[src/rtl/fifo_rd_arb_if.sv]
// fifo_rd_arb_if: read-arbiter bus; master = arbiter (req/rempty/rdata in; rinc/gnt/dout/dout_valid/dout_id/busy out), slave = FIFO and consumers
interface fifo_rd_arb_if #(
  parameter int NREQ      = 4,
  parameter int DATA_SIZE = 8
);
  logic [NREQ-1:0]         req;
  logic                    rempty;
  logic [DATA_SIZE-1:0]    rdata;
  logic                    rinc;
  logic [NREQ-1:0]         gnt;
  logic [DATA_SIZE-1:0]    dout;
  logic                    dout_valid;
  logic [$clog2(NREQ)-1:0] dout_id;
  logic                    busy;
  modport master (input req, rempty, rdata, output rinc, gnt, dout, dout_valid, dout_id, busy);
  modport slave (output req, rempty, rdata, input rinc, gnt, dout, dout_valid, dout_id, busy);
endinterface

[src/rtl/fifo_rd_arb.sv]
// fifo_rd_arb: round-robin burst arbiter sharing one FIFO read port among NREQ consumers; ports rclk, rrst_n (async active-low), bus (fifo_rd_arb_if.master)
module fifo_rd_arb #(
  parameter int ADDR_SIZE = 4,
  parameter int DATA_SIZE = 8,
  parameter int NREQ      = 4,
  parameter int BURST     = 4,
  parameter int STALL_MAX = 8
) (
  input logic           rclk,
  input logic           rrst_n,
  fifo_rd_arb_if.master bus
);
  localparam int IDW = $clog2(NREQ);
  localparam int BCW = $clog2(BURST + 1);
  localparam int SCW = $clog2(STALL_MAX + 1);
  localparam logic [BCW-1:0] B_LAST = BCW'(BURST - 1);
  localparam logic [SCW-1:0] S_LAST = SCW'(STALL_MAX - 1);
  localparam logic [SCW-1:0] S_SAT = SCW'(STALL_MAX);
  if (ADDR_SIZE < 1 || DATA_SIZE < 1 || NREQ < 2 || NREQ > 8 || BURST < 1 || BURST > 16 || STALL_MAX < 1 || STALL_MAX > 255) begin : g_bad_param
    $error("fifo_rd_arb: parameter out of range");
  end
  typedef enum logic [1:0] {ST_IDLE, ST_BURST, ST_RELEASE} state_t;
  state_t          state, nxt;
  logic [IDW-1:0]  prio_ptr, owner, pick;
  logic [BCW-1:0]  burst_cnt;
  logic [SCW-1:0]  stall_cnt;
  logic            rinc, withdraw, done, stall_out;
  always_comb begin
    // descending scan so the lowest offset from prio_ptr wins
    pick = '0;
    for (int k = NREQ - 1; k >= 0; k--)
      if (bus.req[(int'(prio_ptr) + k) % NREQ]) pick = IDW'((int'(prio_ptr) + k) % NREQ);
    rinc = (state == ST_BURST) && !bus.rempty && bus.req[owner];
    withdraw = !bus.req[owner];
    done = rinc && (burst_cnt == B_LAST);
    stall_out = bus.rempty && (stall_cnt == S_LAST);
    nxt = state == ST_IDLE ? (|bus.req ? ST_BURST : ST_IDLE) :
          state == ST_BURST ? ((withdraw || done || stall_out) ? ST_RELEASE : ST_BURST) : ST_IDLE;
  end
  assign bus.rinc = rinc;
  assign bus.busy = state != ST_IDLE;
  always_ff @(posedge rclk or negedge rrst_n)
    if (!rrst_n) state <= ST_IDLE;
    else state <= nxt;
  always_ff @(posedge rclk or negedge rrst_n)
    if (!rrst_n) begin
      bus.gnt <= '0;
      bus.dout <= '0;
      bus.dout_valid <= 1'b0;
      bus.dout_id <= '0;
      prio_ptr <= '0;
      owner <= '0;
      burst_cnt <= '0;
      stall_cnt <= '0;
    end else begin
      bus.dout_valid <= rinc;
      if (rinc) begin
        bus.dout <= bus.rdata;
        bus.dout_id <= owner;
      end
      if (state == ST_IDLE && |bus.req) begin
        owner <= pick;
        bus.gnt <= NREQ'(1) << pick;
        burst_cnt <= '0;
        stall_cnt <= '0;
      end else if (state == ST_BURST) begin
        if (nxt != ST_BURST) bus.gnt <= '0;
        if (rinc) begin
          burst_cnt <= burst_cnt + 1'b1;
          stall_cnt <= '0;
        end else if (bus.rempty && stall_cnt != S_SAT) stall_cnt <= stall_cnt + 1'b1;
      end
      if (state == ST_RELEASE) prio_ptr <= (owner == IDW'(NREQ - 1)) ? '0 : owner + 1'b1;
    end
endmodule

[src/flat_wrapper.sv]
// flat-port wrapper written by rule: the top's interface ports become plain ports
module fifo_rd_arb_flat 
#(
  parameter int ADDR_SIZE = 4,
  parameter int DATA_SIZE = 8,
  parameter int NREQ      = 4,
  parameter int BURST     = 4,
  parameter int STALL_MAX = 8
)
  (rclk, rrst_n, bus_req, bus_rempty, bus_rdata, bus_rinc, bus_gnt, bus_dout, bus_dout_valid, bus_dout_id, bus_busy);
  fifo_rd_arb_if #(.NREQ(NREQ), .DATA_SIZE(DATA_SIZE)) bus_i ();
  input logic rclk;
  input logic rrst_n;
  input wire logic [$bits(bus_i.req)-1:0] bus_req;
  input wire logic [$bits(bus_i.rempty)-1:0] bus_rempty;
  input wire logic [$bits(bus_i.rdata)-1:0] bus_rdata;
  output wire logic [$bits(bus_i.rinc)-1:0] bus_rinc;
  output wire logic [$bits(bus_i.gnt)-1:0] bus_gnt;
  output wire logic [$bits(bus_i.dout)-1:0] bus_dout;
  output wire logic [$bits(bus_i.dout_valid)-1:0] bus_dout_valid;
  output wire logic [$bits(bus_i.dout_id)-1:0] bus_dout_id;
  output wire logic [$bits(bus_i.busy)-1:0] bus_busy;
  assign bus_i.req = bus_req;
  assign bus_i.rempty = bus_rempty;
  assign bus_i.rdata = bus_rdata;
  assign bus_rinc = bus_i.rinc;
  assign bus_gnt = bus_i.gnt;
  assign bus_dout = bus_i.dout;
  assign bus_dout_valid = bus_i.dout_valid;
  assign bus_dout_id = bus_i.dout_id;
  assign bus_busy = bus_i.busy;
  fifo_rd_arb #(.ADDR_SIZE(ADDR_SIZE), .DATA_SIZE(DATA_SIZE), .NREQ(NREQ), .BURST(BURST), .STALL_MAX(STALL_MAX)) u_core (.rclk(rclk), .rrst_n(rrst_n), .bus(bus_i));
endmodule
[config.mk]
export PLATFORM = sky130hd
export DESIGN_NAME = fifo_rd_arb_flat
export DESIGN_NICKNAME = d
export VERILOG_FILES = /design/src/rtl/fifo_rd_arb_if.sv /design/src/rtl/fifo_rd_arb.sv /design/src/flat_wrapper.sv
export SDC_FILE = /design/constraint.sdc
export NUM_CORES = 1
export LEC_CHECK = 0
export CAP_MARGIN = 25
export CORE_MARGIN = 1
export CORE_UTILIZATION = 40
export CTS_CLUSTER_DIAMETER = 200
export DETAILED_ROUTE_END_ITERATION = 8
export MAX_ROUTING_LAYER = met4
export PLACE_DENSITY = 0.64
export SLEW_MARGIN = 25
export SYNTH_ARGS = -nofsm -noshare
export SYNTH_HDL_FRONTEND = slang
export SYNTH_SLANG_ARGS = --single-unit
[constraint.sdc]
create_clock -name rclk -period 4.91 [get_ports rclk]
set_input_delay 0.982 -clock rclk [delete_from_list [all_inputs] [get_ports rclk]]
set_output_delay 0.982 -clock rclk [all_outputs]
set_load 0.1 [all_outputs]
==> metrics list, run 1 <==
- STA puts the critical path data required time at 3.93 ns.
* Arrival time at the worst endpoint: 2.66 ns
* Total setup buffers inserted after CTS: 0
- Cell variety after synth: 35
* Delay contributed by the slowest stage of the critical path: 0.61 ns
- Detailed-route wire length per cell: 13.36 um
* Largest net degree at the start of global routing: 29
- Number of enable-type register cells in the synthesized netlist: 0
- Clock latency on the worst-skew pair, taken at its later pin, is 0.32 ns.
* Post-CTS Hold Fix Bufs: 0
- The critical path goes through clkdlybuf4s50_1 -> mux4_2 -> nand2_4 -> inv_1 -> buf_4.
- Setup tns final: 0 ns
- The number of antenna violations at the first check in global routing is 0.
* Iteration-0 DRC count of the detailed router: 40
- CTS sink cnt: 28
- The congestion estimate from routability-driven global placement came to 0.6949.
- Count of standard-cell rows: 21
- Core region area: 3337 um2
* Clock buffer depth: 2
- Worst-Margin Slew: 0.9884 ns
- The net count of the finished layout is 170.
- Number of buffers inserted during clock tree synthesis: 3
- Post-synth ARST share: 1.000
- Post-route clock skew: 0.003985 ns
- After detailed routing, the number of remaining DRC violations is 0.
- The worst pin sits at a relative slew slack of 0.3390.
- PostCTS Resize Cnt: 0
- R2r worst-path depth: 3
- Synthesis produced a netlist with a net count of 134.
* Detail Placement HPWL: 1928 um
* Setup repair after global routing missed its margin: no
* Reg clk slew, reported paths: 0.14 ns
* Final hold slack: 0.4942 ns
* Final number of max-transition violations: 0
- Number of hold violations in the final report: 0
* Buffer cell driving the clock tree root: sky130_fd_sc_hd__clkbuf_4
- Synth-to-Final Area Change: 28.44%
* Max-cap check violation count: 0
- For this block, the routed nets add up to 2606 um of wire.
- The worst hold path belongs to the class register to register.
* Cell Area, Synth: 1390 um2
- The Yosys step of the flow raised 0 warnings.
* Worst R2R Start: u_core.owner[0]
* Minimum period implied by the final worst setup slack: 3.645 ns
* Grt ovf: 0
* Number of nets still failing antenna checks after routing: 0
* Number of iterations in the first detailed-routing pass: 4
* Initial core utilization: 0.4166
- Summing over every cut layer, the via total after detailed routing is 973.
* Highest-count cells in the layout ignoring fill and taps: 30 x sky130_fd_sc_hd__clkdlybuf4s50_1, 28 x sky130_fd_sc_hd__dfrtp_1, 13 x sky130_fd_sc_hd__mux2_2
- The via count of the first global-routing pass was 957.
- The first global-routing pass estimated 4381 um of wire.
- IO buf count: 31
- Counting instances, the worst hold path has a depth of 1.
* End of the worst hold path: u_core.burst_cnt[0]
- 32 I/O pins were placed.
- In this run the number of H-tree levels came out at 1.
* Share of final-layout standard cells stronger than drive strength 1: 0.2081
- Dividing the synthesized area by the synthesized cell count gives 12.19 um2.
- Post-placement setup slack: 1.281 ns
* Flop and latch count out of synthesis: 28
* Critical Path End Type: output pin
- The number of antenna diodes in the final layout is 0.
* Number of fill cells in the layout: 307
* Clock tree from TritonCTS: done
- The library cell used most frequently in the layout, excluding fill and tap cells, is sky130_fd_sc_hd__clkdlybuf4s50_1.
* Final WS setup: 1.265 ns
- Die outline width: 60.95 um
* Die Height: 60.95 um
- Master of the slowest instance on the critical path: sky130_fd_sc_hd__mux4_2
* Worst setup slack for register-to-register paths: 3.15 ns
- Of the synthesized area, sequential elements account for 0.5041.
* Final setup fails: 0
* Outcome: complete, no violations
- The die covers 3715 um2.
* Kind of critical path: primary input to output pin
* Final period utilization: 0.7424
- Dividing the detail-routed via count by the number of cells gives 4.990.
* Maximum fanout encountered on the critical timing path: 14
* Startpoint class of the critical path: primary input
- All-layer global routing usage: 0.1660
* Maximum clock frequency: 0.2743 GHz
- In this run the most critical hold path is launched from u_core.burst_cnt[0].
- Endpoint of the lowest-slack register-to-register path: u_core.bus.dout[3]
* Synth Flop Type: sky130_fd_sc_hd__dfrtp_1
* Post-Syn Instances: 114
==> Yosys cell counts, types with 3 or more instances <==
master                      n  share of area
sky130_fd_sc_hd__dfrtp_1   28           0.50
sky130_fd_sc_hd__mux2_2    13           0.11
sky130_fd_sc_hd__nand2_1    8          0.022
sky130_fd_sc_hd__inv_1      7          0.019
sky130_fd_sc_hd__a21oi_1    5          0.018
sky130_fd_sc_hd__ha_1       5          0.045
sky130_fd_sc_hd__nor2_1     5          0.014
sky130_fd_sc_hd__nand2b_1   4          0.018
sky130_fd_sc_hd__nand3_1    4          0.014
sky130_fd_sc_hd__o21ai_0    4          0.014
sky130_fd_sc_hd__mux2i_1    3          0.022
==> final cells by class <==
type | instances | area (um2) | share of cell area
Multi-Input combinational cell | 78 | 649.4 | 0.3637
Tap cell | 46 | 57.56 | 0.03224
Clock buffer | 4 | 36.28 | 0.02032
Sequential cell | 28 | 700.7 | 0.3924
Inverter | 7 | 26.28 | 0.01472
Timing Repair Buffer | 32 | 315.3 | 0.1766
==> flip-flops by register name, summed over array words and instances, names as in the netlist <==
| signal | count |
|---|---|
| u_core.prio_ptr | 2 |
| u_core.owner | 2 |
| u_core.bus.dout | 8 |
| u_core.state | 2 |
| u_core.burst_cnt | 3 |
| u_core.bus.gnt | 4 |
| u_core.stall_cnt | 4 |
| u_core.bus.dout_valid | 1 |
| u_core.bus.dout_id | 2 |
==> per-layer routing <==
| metal | global-route usage | vias to the layer above | routed length, um |
|---|---|---|---|
| li1 | - | 478 | - |
| met1 | 0.2210 | 471 | 1224 |
| met2 | 0.2653 | 20 | 1264 |
| met3 | 0.02132 | 4 | 82 |
| met4 | 0.04870 | 0 | 34 |
| met5 | - | - | 0 |
==> kinds of logic after synthesis <==
group | Yosys count | share of synthesized area
xor gates and xnor gates | 1 | 0.006302
buffers and inverters | 8 | 0.02880
AOI/OAI and AO/OA | 20 | 0.1197
DFF | 28 | 0.5040
muxes | 17 | 0.1431
adders and majority gates | 5 | 0.04500
and+or+nand+nor | 35 | 0.1530
==> how the worst max path moves through the flow <==
| stage | depth (start not counted) | to | start | slack, ns |
|---|---|---|---|---|
| 2_1_floorplan | 4 | bus_rinc | bus_req[3] | 1.76 |
| 5_1_grt | 5 | bus_rinc | bus_req[3] | 1.19 |
| 3_3_place_gp | 5 | bus_rinc | bus_req[3] | 1.33 |
| 3_5_place_dp | 5 | bus_rinc | bus_req[3] | 1.28 |
| 4_1_cts | 5 | bus_rinc | bus_req[3] | 1.26 |
| 6_report | 5 | bus_rinc | bus_req[3] | 1.26 |
==> worst max-delay path: cells and delay by family <==
family                 cells  cell delay, ns
buffers and inverters      3            0.85
muxes                      1            0.61
and+or+nand+nor            1            0.21
==> per-stage QoR <==
| step | util | cell area, um2 | std cells |
|---|---|---|---|
| after global routing | 0.5351 | 1785 | 195 |
| final | 0.5351 | 1785 | 195 |
| after global placement | 0.5242 | 1749 | 191 |
| after CTS | 0.5351 | 1785 | 195 |
| after detailed placement | 0.5242 | 1749 | 191 |
| after floorplan | - | 1390 | 114 |
Power of run 1 is left out: the tool's default activity adds up to more than one toggle a clock period on the data nets, which glitch-free logic cannot reach.
==> inputs of run 2 (changes only) <==
Clock period 4.91 ns to 3.4 ns, I/O delays scaled along.
==> metrics list, run 2 (synthesized netlist as in run 1, its figures left out) <==
* Start point of the worst min-delay path: u_core.burst_cnt[0]
- For this run, the top clock speed supported by timing is 0.3329 GHz.
- Critical Path End Type: output pin
- Top reg by flops: u_core.bus.dout
- The standard-cell row count came to 21 (unchanged).
* Number of hold violations in the final report: 0 (unchanged)
- The worst relative slew slack came to 0.3501 (+0.01111).
* Detail Placement HPWL: 1984 um (+2.9%)
- Master of the slowest instance on the critical path: sky130_fd_sc_hd__mux4_2
* Kind of critical path: primary input to output pin
- The number of instances resized during post-cts repair is 0 (unchanged).
* Iteration-0 DRC count of the detailed router: 34 (-15%)
* Die Height: 60.95 um (unchanged)
* Number of nets still failing antenna checks after routing: 0 (unchanged)
- Share of final-layout standard cells stronger than drive strength 1: 0.2282 (+0.02013)
- CTS placed an instance of sky130_fd_sc_hd__clkbuf_4 at the clock tree root.
- Class of the most critical hold timing path: register to register
- The count of antenna diodes in the layout is 0 (unchanged).
- Final estimated routing congestion in global placement: 0.7112 (+2.3%)
* Clock buffer depth: 2 (unchanged)
- The largest clock skew in the final design was 0.002018 ns (-0.001967 ns).
- Largest delay share family, worst path: buffers and inverters
* Delay contributed by the slowest stage of the critical path: 0.61 ns (about the same)
* Post-route cell area: 1807 um2 (+1.2%)
- The max capacitance violation total came to 0 (unchanged).
* Final setup fails: 0 (unchanged)
- Grt ovf: 0 (unchanged)
- TritonCTS built the clock tree.
- Worst R2R Start: u_core.owner[0]
- Dividing the final minimum period by the clock period gives 0.8835.
* IO buf count: 31 (unchanged)
- The most critical setup path has its startpoint at bus_req[3].
- Vias per cell: 5.036 (+0.92%)
- Regs by FF count: u_core.bus.dout (8), u_core.bus.gnt (4), u_core.stall_cnt (4)
- Via count of the routed design: 982 (+0.92%)
* Max H-tree Level: 1 (unchanged)
- Initial antenna violation count: 0 (unchanged)
- Die outline width: 60.95 um (unchanged)
* Post-Route WL: 2676 um (+2.7%)
- The number of remaining DRC errors was 0 (unchanged).
* Total setup buffers inserted after CTS: 0 (unchanged)
- The critical path buffer and inverter count was 3 (unchanged).
- The effective utilization at floorplan came to 0.4166 (unchanged).
- Final net count: 170 (unchanged)
- The die outline area was 3715 um2 (unchanged).
* Number of buffers inserted during clock tree synthesis: 3 (unchanged)
- The I/O pin total is 32 (unchanged).
- The via count of the first global-routing pass is 999 (+4.4%).
- Worst-Margin Slew: 0.9718 ns (-0.01661 ns)
- The flow ran to the end, and the final reports show no timing, DRC or antenna violations.
* Reg clk slew, reported paths: 0.15 ns (about the same)
- The maximum number of pins on one net before global-route repair came to 29 (unchanged).
- Setup repair after global routing missed its margin: no
- Synth-to-Final Area Change: 29.97%
- First-pass GRT wire length: 4505 um (+2.8%)
* Placed cell area: 1754 um2 (+0.29%)
- The required time of the critical path was 2.72 ns (-1.21 ns).
- The overall track demand over capacity in global routing came to 0.1719 (+0.005870).
* Most common cell after layout, fill and taps aside: sky130_fd_sc_hd__dfrtp_1
- Setup tns final: 0 ns (unchanged)
- STA classifies the critical path startpoint as a primary input.
- Minimum period implied by the final worst setup slack: 3.004 ns
- The maximum net fanout on the critical path came to 14 (unchanged).
- The clock latency on the worst-skew pair was 0.32 ns (about the same).
* Arrival time at the worst endpoint: 2.32 ns (-0.34 ns)
* CTS sink cnt: 28 (unchanged)
- Number of iterations in the first detailed-routing pass: 4 (unchanged)
- The number of flip-flops in the largest register was 8 (unchanged).
- The total count of max-transition violations in the final report was 0 (unchanged).
* Series of cell instances along the critical path: clkdlybuf4s50_1 -> mux4_2 -> nand2_4 -> inv_1 -> buf_12
* Core region area: 3337 um2 (unchanged)
- Post-CTS Hold Fix Bufs: 0 (unchanged)
* Final hold slack: 0.5113 ns (+0.01712 ns)
- The number of filler instances in the final layout was 317 (+3.3%).
- The average wire length per cell after detail routing is 13.72 um (+2.7%).
* Highest-count cells in the layout ignoring fill and taps: 28 x sky130_fd_sc_hd__dfrtp_1, 27 x sky130_fd_sc_hd__clkdlybuf4s50_1, 13 x sky130_fd_sc_hd__mux2_2
run 2: final cells by class:
type                    instances  area (um2)  area share
well taps                      46       57.56     0.03186
clock buffers                   3       22.52     0.01247
repair buffers                 32       320.3      0.1773
inverters                       7       26.28     0.01454
flip-flops and latches         28       700.7      0.3878
clock inverters                 1       30.03     0.01662
multi-input cells              78       649.4      0.3594
run 2: final timing paths:
check	cells past startpoint	slack (ns)	to
min in group asynchronous	2	0.72	u_core.bus.gnt[3]
max	5	0.40	bus_rinc
max in group asynchronous	2	2.42	u_core.burst_cnt[1]
min	1	0.51	u_core.burst_cnt[0]
max reg2reg	3	1.62	u_core.bus.dout_id[1]
min reg2reg	1	0.51	u_core.burst_cnt[0]
run 2: layer usage:
| metal | GRT usage | wire length [um] | share of wire |
|---|---|---|---|
| met1 | 0.2137 | 1184 | 0.44 |
| met2 | 0.2841 | 1369 | 0.51 |
| met3 | 0.02132 | 99 | 0.037 |
| met4 | 0.06818 | 22 | 0.0082 |
| met5 | - | 0 | 0 |
run 2: through the flow:
step	utilization	cells	worst slack, ns
after global routing	0.5414	195	0.2996
after global placement	0.5257	191	0.4478
after CTS	0.5414	195	0.3769
final	0.5414	195	0.3961
after detailed placement	0.5257	191	0.4073
after floorplan	-	114	0.8513
Power of run 2 is left out for the same reason.
